File: src/rtl/fft_output_reorder_buffer.sv
// Ping-pong reorder buffer: bit-reversed FFT results in, natural-order X[0]..X[N-1] out.
// Latency: out_valid rises the cycle after the edge that accepts a frame's N-th sample.
// Backpressure: in_ready drops while both banks hold frames (extra input sets sticky ovf); outputs hold while out_ready is low.
// Optional FFT_REORDER_MAG_EN adds out_mag = out_r^2 + out_i^2.
module fft_output_reorder_buffer #(
    parameter int W      = 16,
    parameter int LOG2N  = 3,
    parameter int BITREV = 1
) (
    input  logic             clk,
    input  logic             rst,
    input  logic             in_valid,
    output logic             in_ready,
    input  logic [W-1:0]     in_r,
    input  logic [W-1:0]     in_i,
    output logic             out_valid,
    input  logic             out_ready,
    output logic [W-1:0]     out_r,
    output logic [W-1:0]     out_i,
    output logic [LOG2N-1:0] out_idx,
    output logic             out_last,
`ifdef FFT_REORDER_MAG_EN
    output logic [2*W:0]     out_mag,
`endif
    output logic             ovf
);
    localparam int N = 1 << LOG2N;
    localparam logic [LOG2N-1:0] LAST = '1;

    logic [2*W-1:0]   mem [2][N];
    logic [1:0]       full;
    logic             wbank, rbank;
    logic [LOG2N-1:0] wcnt, rcnt, waddr;
    logic             wr_acc, rd_acc;
    logic [2*W-1:0]   rd_word;

    always_comb begin
        waddr = wcnt;
        if (BITREV != 0) begin
            for (int b = 0; b < LOG2N; b++) begin
                waddr[b] = wcnt[LOG2N-1-b];
            end
        end
    end

    assign in_ready  = ~full[wbank];
    assign wr_acc    = in_valid & in_ready;
    assign out_valid = full[rbank];
    assign rd_acc    = out_valid & out_ready;

    // Storage is deliberately not reset; full[] gates every read.
    always_ff @(posedge clk) begin
        if (wr_acc) begin
            mem[wbank][waddr] <= {in_r, in_i};
        end
    end

    always_ff @(posedge clk) begin
        if (rst) begin
            full  <= 2'b00;
            wbank <= 1'b0;
            rbank <= 1'b0;
            wcnt  <= '0;
            rcnt  <= '0;
            ovf   <= 1'b0;
        end else begin
            if (in_valid && !in_ready) begin
                ovf <= 1'b1;
            end
            // Write completion targets an empty bank and read completion a full one,
            // so the two updates to full[] never touch the same bit.
            if (wr_acc) begin
                wcnt <= wcnt + 1'b1;
                if (wcnt == LAST) begin
                    full[wbank] <= 1'b1;
                    wbank       <= ~wbank;
                end
            end
            if (rd_acc) begin
                rcnt <= rcnt + 1'b1;
                if (rcnt == LAST) begin
                    full[rbank] <= 1'b0;
                    rbank       <= ~rbank;
                end
            end
        end
    end

    assign rd_word  = mem[rbank][rcnt];
    assign out_r    = out_valid ? rd_word[2*W-1:W] : '0;
    assign out_i    = out_valid ? rd_word[W-1:0]   : '0;
    assign out_idx  = rcnt;
    assign out_last = out_valid & (rcnt == LAST);

`ifdef FFT_REORDER_MAG_EN
    logic signed [2*W-1:0] sq_r, sq_i;

    assign sq_r    = $signed(out_r) * $signed(out_r);
    assign sq_i    = $signed(out_i) * $signed(out_i);
    assign out_mag = {1'b0, sq_r} + {1'b0, sq_i};
`endif

endmodule

File: config.mk
export PLATFORM = sky130hd
export DESIGN_NAME = fft_output_reorder_buffer
export DESIGN_NICKNAME = d
export VERILOG_FILES = /design/src/rtl/fft_output_reorder_buffer.sv
export SDC_FILE = /design/constraint.sdc
export NUM_CORES = 1
export LEC_CHECK = 0
export ABC_AREA = 1
export CAP_MARGIN = 20
export CORE_MARGIN = 4
export CORE_UTILIZATION = 64
export DETAILED_ROUTE_END_ITERATION = 10
export HOLD_SLACK_MARGIN = 0.1
export PLACE_DENSITY = 0.84
export SYNTH_ARGS = -nofsm -noshare
export SYNTH_HDL_FRONTEND = slang
export SYNTH_SLANG_ARGS = --single-unit
File: constraint.sdc
create_clock -name clk -period 12 [get_ports clk]
set_clock_uncertainty 0.2 [all_clocks]
set_input_delay 2.4 -clock clk [delete_from_list [all_inputs] [get_ports clk]]
set_output_delay 2.4 -clock clk [all_outputs]
set_load 0.03 [all_outputs]
**Yosys cells after proc, flatten, opt, wreduce, memory -nomap -nowiden**

Memory sizes are Yosys's and may differ from the RTL's. A register that Yosys moved wholly into a read port is not among the register bits.
Cells that the tools add are included.

- Bits in registers: 11
- RAM bits: 512
- Input bits: 36
- Output and inout port bits: 39
- Word-level logic and storage cells: 59
- Memories: 1

Memories:

| name | depth | bits a word | rd ports | clocked after memory_dff | write ports | line | source |
|---|---|---|---|---|---|---|---|
| mem | 2 | 256 | 1 | 1 | 1 | 30 | `logic [2*W-1:0] mem [2][N];` |

- Add/subtract/negate cells: 2
- Order comparisons: 7
- Equality and inequality tests: 2
- Muxes and demuxes: 24
- Bitwise operators: 11
- Reduce and logical (&&, ||, !) cells: 6

Operator list:

| operator | count |
|---|---|
| $mux W256 | 1 |
| $bmux W32 S3 | 1 |
| $demux W32 S3 | 1 |
| $mux W32 | 3 |
| $mux W16 | 2 |
| $mux W2 | 5 |
| $mux W1 | 9 |
| $ge A4 B4 Y1 const B | 2 |
| $not A3 Y4 | 2 |
| $add A3 B1 Y3 const B | 2 |
| $eq A3 B3 Y1 const B | 2 |
| $logic_and A1 B1 Y1 | 4 |
| $lt A1 B2 Y1 const B | 2 |
| $lt A4 B1 Y1 const B | 1 |
| $reduce_and A2 Y1 | 2 |
| $and A1 B1 Y1 | 3 |
| $not A1 Y1 | 3 |
| $and A2 B2 Y2 | 1 |
| $demux W1 S1 | 2 |
| $ge A1 B1 Y1 const B | 2 |
| $not A2 Y2 | 1 |
| $or A2 B2 Y2 | 1 |

**Depth between registers and ports, before layout**

Gate-level depths: netlist of run 1.

- Word-level depth: 11
- Gate-level depth with buffers: 10
- Depth with buffers taken out: 8

**Worst setup path before layout of run 1**

Ideal clock, no wire load.

- Path type: input -> register
- Start point: input port in_valid
- End point: memory mem[0][32] (netlist bit) (enable)
- Library setup time: 0.461 ns
- Arrival: 4.830 ns
- Required time: 11.339 ns
- Path slack: 6.509 ns
- Stages: 4
- Path buffers: 0
- Cells stage by stage: inv_1 nor2_2 inv_1 nor3_1

- Word-level cells in the longest chain between the ends: 3

RTL lines:

| element | line | source |
|---|---|---|
| start, declared | 12 | `input logic in_valid,` |
| $and A1 B1 Y1 | 47 | `assign wr_acc = in_valid & in_ready;` |
| $mux W1 | 53 | `if (wr_acc) begin` |
| $mux W256 (not written as such) | 54 | `mem[wbank][waddr] <= {in_r, in_i};` |
| end, declared | 30 |  |

No other way between the ends.

==> results of run 1 <==
==> cell usage after synthesis <==
cell type,count
buf_8,1
nor2_2,1
nand3_1,326
inv_4,1
o21ai_0,9
nor2_1,21
o21ai_2,1
clkbuf_1,20
edfxtp_1,512
buf_6,29
nor3_1,2
buf_1,11
ha_1,8
buf_4,4
dfxtp_1,12
buf_2,47
a21oi_1,42
nand2_1,774
inv_1,274
==> worst max-delay path by stage <==
stage               slack, ns          to  cells past startpoint  startpoint
floorplan                6.51  mem[0][32]                      4    in_valid
global placement         5.88   out_r[11]                      9        flop
detailed placement       5.78   out_r[11]                      9        flop
CTS                      5.08   out_r[11]                      9        flop
global route             4.87   out_r[11]                      9        flop
finish                   5.05   out_r[11]                      9        flop
==> layout make-up <==
cell class                 count  area (µm²)  share of cell area, %
inverter                     275        1040                  4.180
timing repair buffer         103       970.9                  3.904
antenna                        1       2.502                0.01006
sequential                   524       15630                  62.82
tap                          455       569.3                  2.289
clock inverter                35       247.7                 0.9960
multi-input combinational   1184        5119                  20.58
clock buffer                  57        1299                  5.222
==> critical path, stage by stage (launching register included) <==
cell and delay, ns:
dfxtp_4 0.53, inv_6 0.61, buf_4 0.84, nand2_1 0.15, nand2_1 0.12, nand2_1 0.07, nand3_1 0.12, nand3_1 0.13
a21oi_1 0.36, clkdlybuf4s50_1 0.74
==> metrics by stage <==
| step | power (W) | worst slack [ns] |
|---|---|---|
| global placement | 0.002174 | 5.881 |
| detailed placement | 0.002180 | 5.779 |
| finish | 0.003641 | 5.049 |
| global route | 0.003740 | 4.865 |
| CTS | 0.003649 | 5.079 |
| floorplan | 0.002124 | 6.509 |
==> kinds of logic after synthesis <==
| logic type | after synthesis | synth area share, % |
|---|---|---|
| buf+inv | 387 | 7.859 |
| compound gates | 52 | 1.180 |
| flops | 524 | 69.81 |
| fa+ha+maj | 8 | 0.4475 |
| simple gates | 1124 | 20.71 |
==> power by group through the flow <==
stage	Clock [W]	Sequential [W]	Combinational (W)
2_1_floorplan	0	0.00208	0.0000450
3_3_place_gp	0	0.00208	0.0000957
3_5_place_dp	0	0.00208	0.000100
4_1_cts	0.00151	0.00204	0.000103
5_1_grt	0.00158	0.00204	0.000114
6_report	0.00150	0.00204	0.000104
==> cells in the final DEF, fill, tap and decap left out, types with 3 or more instances in the layout <==
cell	instances
buf_4	28
edfxtp_1	512
clkinv_2	12
inv_1	272
clkbuf_16	51
nand3_1	326
o21ai_0	9
nor2_4	14
clkdlybuf4s50_1	74
a21oi_1	42
clkbuf_1	6
nand2_1	774
ha_1	8
nor2_1	7
bufinv_16	3
clkinv_1	15
dfxtp_1	8
==> layer usage <==
layer	vias to the layer above	GRT usage (%)	share of wire (%)
li1	6950	-	-
met1	7200	35.55	35
met2	1007	47.50	50
met3	200	4.455	11
met4	2	12.49	4.7
met5	-	0	0.020
==> sequential cells by signal, summed over array words and instances, names as in the netlist, named ones only <==
signal   cells
rbank        1
ovf          1
mem        512
full         2
out_idx      3
wcnt         3
wbank        1
==> impl_metrics.env, run 1 <==
export IMPL_grt_pass1_vias=15080
export IMPL_netlist_area_um2=22370
export IMPL_ant_nets=0
export IMPL_drv_slew=0
export IMPL_sequentialPowerShare_pct=56.1
export IMPL_numClockSinks=524
export IMPL_holdPathEnd="ovf"
export IMPL_slew_headroom_pct=24.70
export IMPL_io_pins=75
export IMPL_gr_total_overflow=0
export IMPL_syn_area_per_cell_um2=10.68
export IMPL_switching_share_pct=20.25
export IMPL_yosysTopAreaCell="edfxtp_1"
export IMPL_root_buffer="clkbuf_16"
export IMPL_rsz0062_at_grt="false"
export IMPL_setup_viol=0
export IMPL_rrSetupSlack_ns=7.84
export IMPL_placement_io_buffers=74
export IMPL_fin_area_um2=24870
export IMPL_max_cap_viol_count=0
export IMPL_drive_gt1_share_pct=5.739
export IMPL_r2r_end="mem[0][17]"
export IMPL_dieArea_um2=38010
export IMPL_netlist_cell_type_count=19
export IMPL_syn_inst=2095
export IMPL_grt_max_degree=197
export IMPL_r2r_start="wbank"
export IMPL_p_clk_share_pct=41.1
export IMPL_routedWlPerCell_um=20.43
export IMPL_post_cts_buffers=0
export IMPL_cts_htree_levels=2
export IMPL_ff2ff_path_depth=7
export IMPL_grt_usage_pct=27.85
export IMPL_die_width_um=195.0
export IMPL_initial_utilization_pct=64.76
export IMPL_outcome="finished, final reports clean"
export IMPL_die_y_um=195.0
export IMPL_layout_nets=2182
export IMPL_hold_class="reg2reg"
export IMPL_ys_ff_latch=524
export IMPL_finalCritPeriodShare_pct=57.92
export IMPL_finalCriticalPeriod_ns=6.951
export IMPL_core_area_um2=34540
export IMPL_dpl_instance_area_um2=23320
export IMPL_clock_latency_ns=0.56
export IMPL_critical_path_peak_fanout=94
export IMPL_antenna_found_initial=2
export IMPL_final_core_utilization_pct=72.00
export IMPL_tightest_slew_ns=1.129
export IMPL_hold_viol_final=0
export IMPL_min_path_cells=2
export IMPL_critical_path_class="reg2out"
export IMPL_via_per_inst=5.831
export IMPL_fillers=2218
export IMPL_synth_top_area_share_pct=68.73
export IMPL_tritoncts="done"
export IMPL_drt_total_wl_um=53810
export IMPL_end_kind="output pin"
export IMPL_internal_power_w=0.002904
export IMPL_row_count=68
export IMPL_fmax_mhz=143.9
export IMPL_routabilityCongestion=0.7822
export IMPL_powerDensity_nw_per_um2=146.4
export IMPL_grt_pass1_wl_um=82440
export IMPL_hpwl_um=25940
export IMPL_clk_pin_slew_ns=0.06
export IMPL_cp_arrival_ns=4.35
export IMPL_yosys_warnings=0
export IMPL_power_switching_w=0.0007371
export IMPL_power_frac_comb_pct=2.8
export IMPL_startpoint_type="flop"
export IMPL_dp_cells=2541
export IMPL_cts_buffers=50
export IMPL_hold_buffers=0
export IMPL_clk_path_buf_depth=3
export IMPL_total_leakage_power_nw=10.04
export IMPL_cts_repair_resized=0
export IMPL_finalSetupTns_ns=0
export IMPL_vias=15360
export IMPL_detail_route_iter0_violations=2144
export IMPL_finalNonFillerCells=2634
export IMPL_vdd_drop_max_mv=0.1462
export IMPL_ys_seq_area_share_pct=69.81
export IMPL_syn_to_final_growth_pct=11.19
export IMPL_drc=0
export IMPL_hold_start="ovf"
export IMPL_drtPass1Iterations=6
export IMPL_synth_area_top_cells="edfxtp_1 69%, nand2_1 13%, nand3_1 7.3%"
export IMPL_hold_ws_ns=0.3062
export IMPL_syn_num_nets=2139
export IMPL_worstPathRequired_ns=9.40
(Power assumes the default switching activity.)
==> inputs of run 2 (changes only) <==
--- a/config.mk
+++ b/config.mk
@@ -8,10 +8,10 @@
 export ABC_AREA = 1
 export CAP_MARGIN = 20
 export CORE_MARGIN = 4
-export CORE_UTILIZATION = 64
+export CORE_UTILIZATION = 55
 export DETAILED_ROUTE_END_ITERATION = 10
 export HOLD_SLACK_MARGIN = 0.1
-export PLACE_DENSITY = 0.84
+export PLACE_DENSITY = 0.77
 export SYNTH_ARGS = -nofsm -noshare
 export SYNTH_HDL_FRONTEND = slang
 export SYNTH_SLANG_ARGS = --single-unit
==> constraint.sdc (replaced) <==
create_clock -name clk -period 6.3 [get_ports clk]
set_clock_uncertainty 0.2 [all_clocks]
set_input_delay 1.26 -clock clk [delete_from_list [all_inputs] [get_ports clk]]
set_output_delay 1.26 -clock clk [all_outputs]
set_load 0.03 [all_outputs]
==> impl_metrics.env, run 2 (synthesis gave the netlist of run 1 again) <==
export IMPL_critical_path_peak_fanout=36
export IMPL_finalCriticalPeriod_ns=5.422
export IMPL_numClockSinks=524
export IMPL_clk_pin_slew_ns=0.06
export IMPL_hold_buffers=0
export IMPL_worstPathRequired_ns=4.84
export IMPL_detail_route_iter0_violations=1675
export IMPL_gr_total_overflow=0
export IMPL_rsz0062_at_grt="false"
export IMPL_setup_viol=0
export IMPL_dpl_instance_area_um2=23440
export IMPL_p_clk_share_pct=41.3
export IMPL_hpwl_um=27870
export IMPL_via_per_inst=5.541
export IMPL_io_pins=75
export IMPL_die_width_um=209.7
export IMPL_largest_register="mem"
export IMPL_drive_gt1_share_pct=5.691
export IMPL_grt_busiest_layer="met2"
export IMPL_holdPathEnd="ovf"
export IMPL_routabilityCongestion=0.8049
export IMPL_grt_pass1_vias=15090
export IMPL_routedWlPerCell_um=19.67
export IMPL_dieArea_um2=43960
export IMPL_min_path_cells=2
export IMPL_clock_latency_ns=0.59
export IMPL_hold_class="reg2reg"
export IMPL_path_cells="inv_2 -> buf_4 -> nand3_1 -> nand3_1 -> a21oi_1 -> clkdlybuf4s50_1"
export IMPL_hold_viol_final=0
export IMPL_drv_slew=0
export IMPL_path_common_cell="nand3_1"
export IMPL_path_delay_family="buffers and inverters"
export IMPL_syn_to_final_growth_pct=11.73
export IMPL_largest_register_ffs=512
export IMPL_final_cell_mix="774 x nand2_1, 512 x edfxtp_1, 326 x nand3_1"
export IMPL_total_leakage_power_nw=10.05
export IMPL_finalSetupTns_ns=0
export IMPL_powerDensity_nw_per_um2=278.5
export IMPL_drc=0
export IMPL_grt_max_degree=113
export IMPL_core_area_um2=40010
export IMPL_cts_repair_resized=0
export IMPL_drtPass1Iterations=6
export IMPL_slew_headroom_pct=25.06
export IMPL_grt_util_met3_pct=5.202
export IMPL_fin_area_um2=24990
export IMPL_tritoncts="done"
export IMPL_critPathBufInv=3
export IMPL_die_y_um=209.7
export IMPL_drt_total_wl_um=53190
export IMPL_ff2ff_path_depth=7
export IMPL_grtUsageMet1_pct=31.26
export IMPL_vias=14990
export IMPL_grt_use_met2_pct=39.24
export IMPL_row_count=73
export IMPL_hold_start="ovf"
export IMPL_end_kind="output pin"
export IMPL_grt_usage_pct=23.99
export IMPL_layout_nets=2185
export IMPL_cts_htree_levels=2
export IMPL_post_cts_buffers=0
export IMPL_critPathMaxStageDelay_ns=0.93
export IMPL_cts_buffers=51
export IMPL_root_buffer="clkbuf_16"
export IMPL_cp_arrival_ns=3.96
export IMPL_outcome="finished, final reports clean"
export IMPL_critical_path_class="reg2out"
export IMPL_max_cap_viol_count=0
export IMPL_r2r_start="wbank"
export IMPL_initial_utilization_pct=55.91
export IMPL_tightest_slew_ns=1.121
export IMPL_clk_path_buf_depth=3
export IMPL_sequentialPowerShare_pct=55.9
export IMPL_power_switching_w=0.001397
export IMPL_fmax_mhz=184.4
export IMPL_placement_io_buffers=74
export IMPL_finalCritPeriodShare_pct=86.07
export IMPL_final_common_cell="nand2_1"
export IMPL_antenna_found_initial=2
export IMPL_vdd_drop_max_mv=0.2157
export IMPL_startpoint_type="flop"
export IMPL_grt_pass1_wl_um=81860
export IMPL_ant_nets=0
export IMPL_rrSetupSlack_ns=2.11
export IMPL_crit_slowest_cell="dfxtp_2"
export IMPL_power_frac_comb_pct=2.8
export IMPL_r2r_end="mem[0][111]"
export IMPL_switching_share_pct=20.08
export IMPL_internal_power_w=0.005562
## run 2: how the worst max path moves through the flow
stage | startpoint | to | slack [ns] | cells past startpoint
finish | out_idx[1] | out_i[1] | 0.88 | 6
global route | flop | out_i[1] | 0.71 | 8
CTS | out_idx[1] | out_i[1] | 0.95 | 6
detailed placement | out_idx[1] | out_i[1] | 1.58 | 6
global placement | out_idx[1] | out_i[1] | 1.51 | 6
floorplan | in_valid | mem[0][32] | 1.95 | 4
## run 2: per-stage QoR
step / setup slack, ns / util, % / std cells / hold slack (ns) / total power (W)
floorplan: 1.949 / - / 2095 / 0.2626 / 0.004047
global placement: 1.512 / 58.59 / 2613 / 0.2522 / 0.004144
detailed placement: 1.576 / 58.59 / 2613 / 0.3011 / 0.004154
CTS: 0.9458 / 62.47 / 2704 / 0.3086 / 0.006991
global route: 0.7058 / 62.47 / 2704 / 0.3277 / 0.007167
finish: 0.8778 / 62.47 / 2705 / 0.3016 / 0.006960
## run 2: power groups by stage
stage | registers (W) | logic, W | clock network, W
after floorplan | 0.00396 | 0.0000857 | 0
after CTS | 0.00389 | 0.000193 | 0.00291
after global placement | 0.00396 | 0.000184 | 0
after detailed placement | 0.00396 | 0.000192 | 0
final | 0.00389 | 0.000194 | 0.00288
after global routing | 0.00389 | 0.000217 | 0.00306
## run 2: area by class of cell
type	instances	area, µm²
flip-flops and latches	524	15630
fillers	2977	15010
multi-input cells	1184	5119
clock buffers	66	1353
inverters	275	1040
repair buffers	105	998.5
well taps	525	656.9
clock inverters	25	198.9
diodes	1	2.502
## run 2: per-layer routing
metal  vias up  routed length (µm)
met3       155                4903
met4         2                2140
met5         -                  13
met1      7151               20200
li1       6956                   -
met2       724               25940
## run 2: worst register-to-register path, stage by stage, from the launching register on
cell	delay [ns]
dfxtp_1	0.83
inv_1	0.58
nand2_1	0.16
nand2_1	0.14
nor2_2	0.36
nand3_1	0.28
nor2_4	0.91
buf_4	0.42
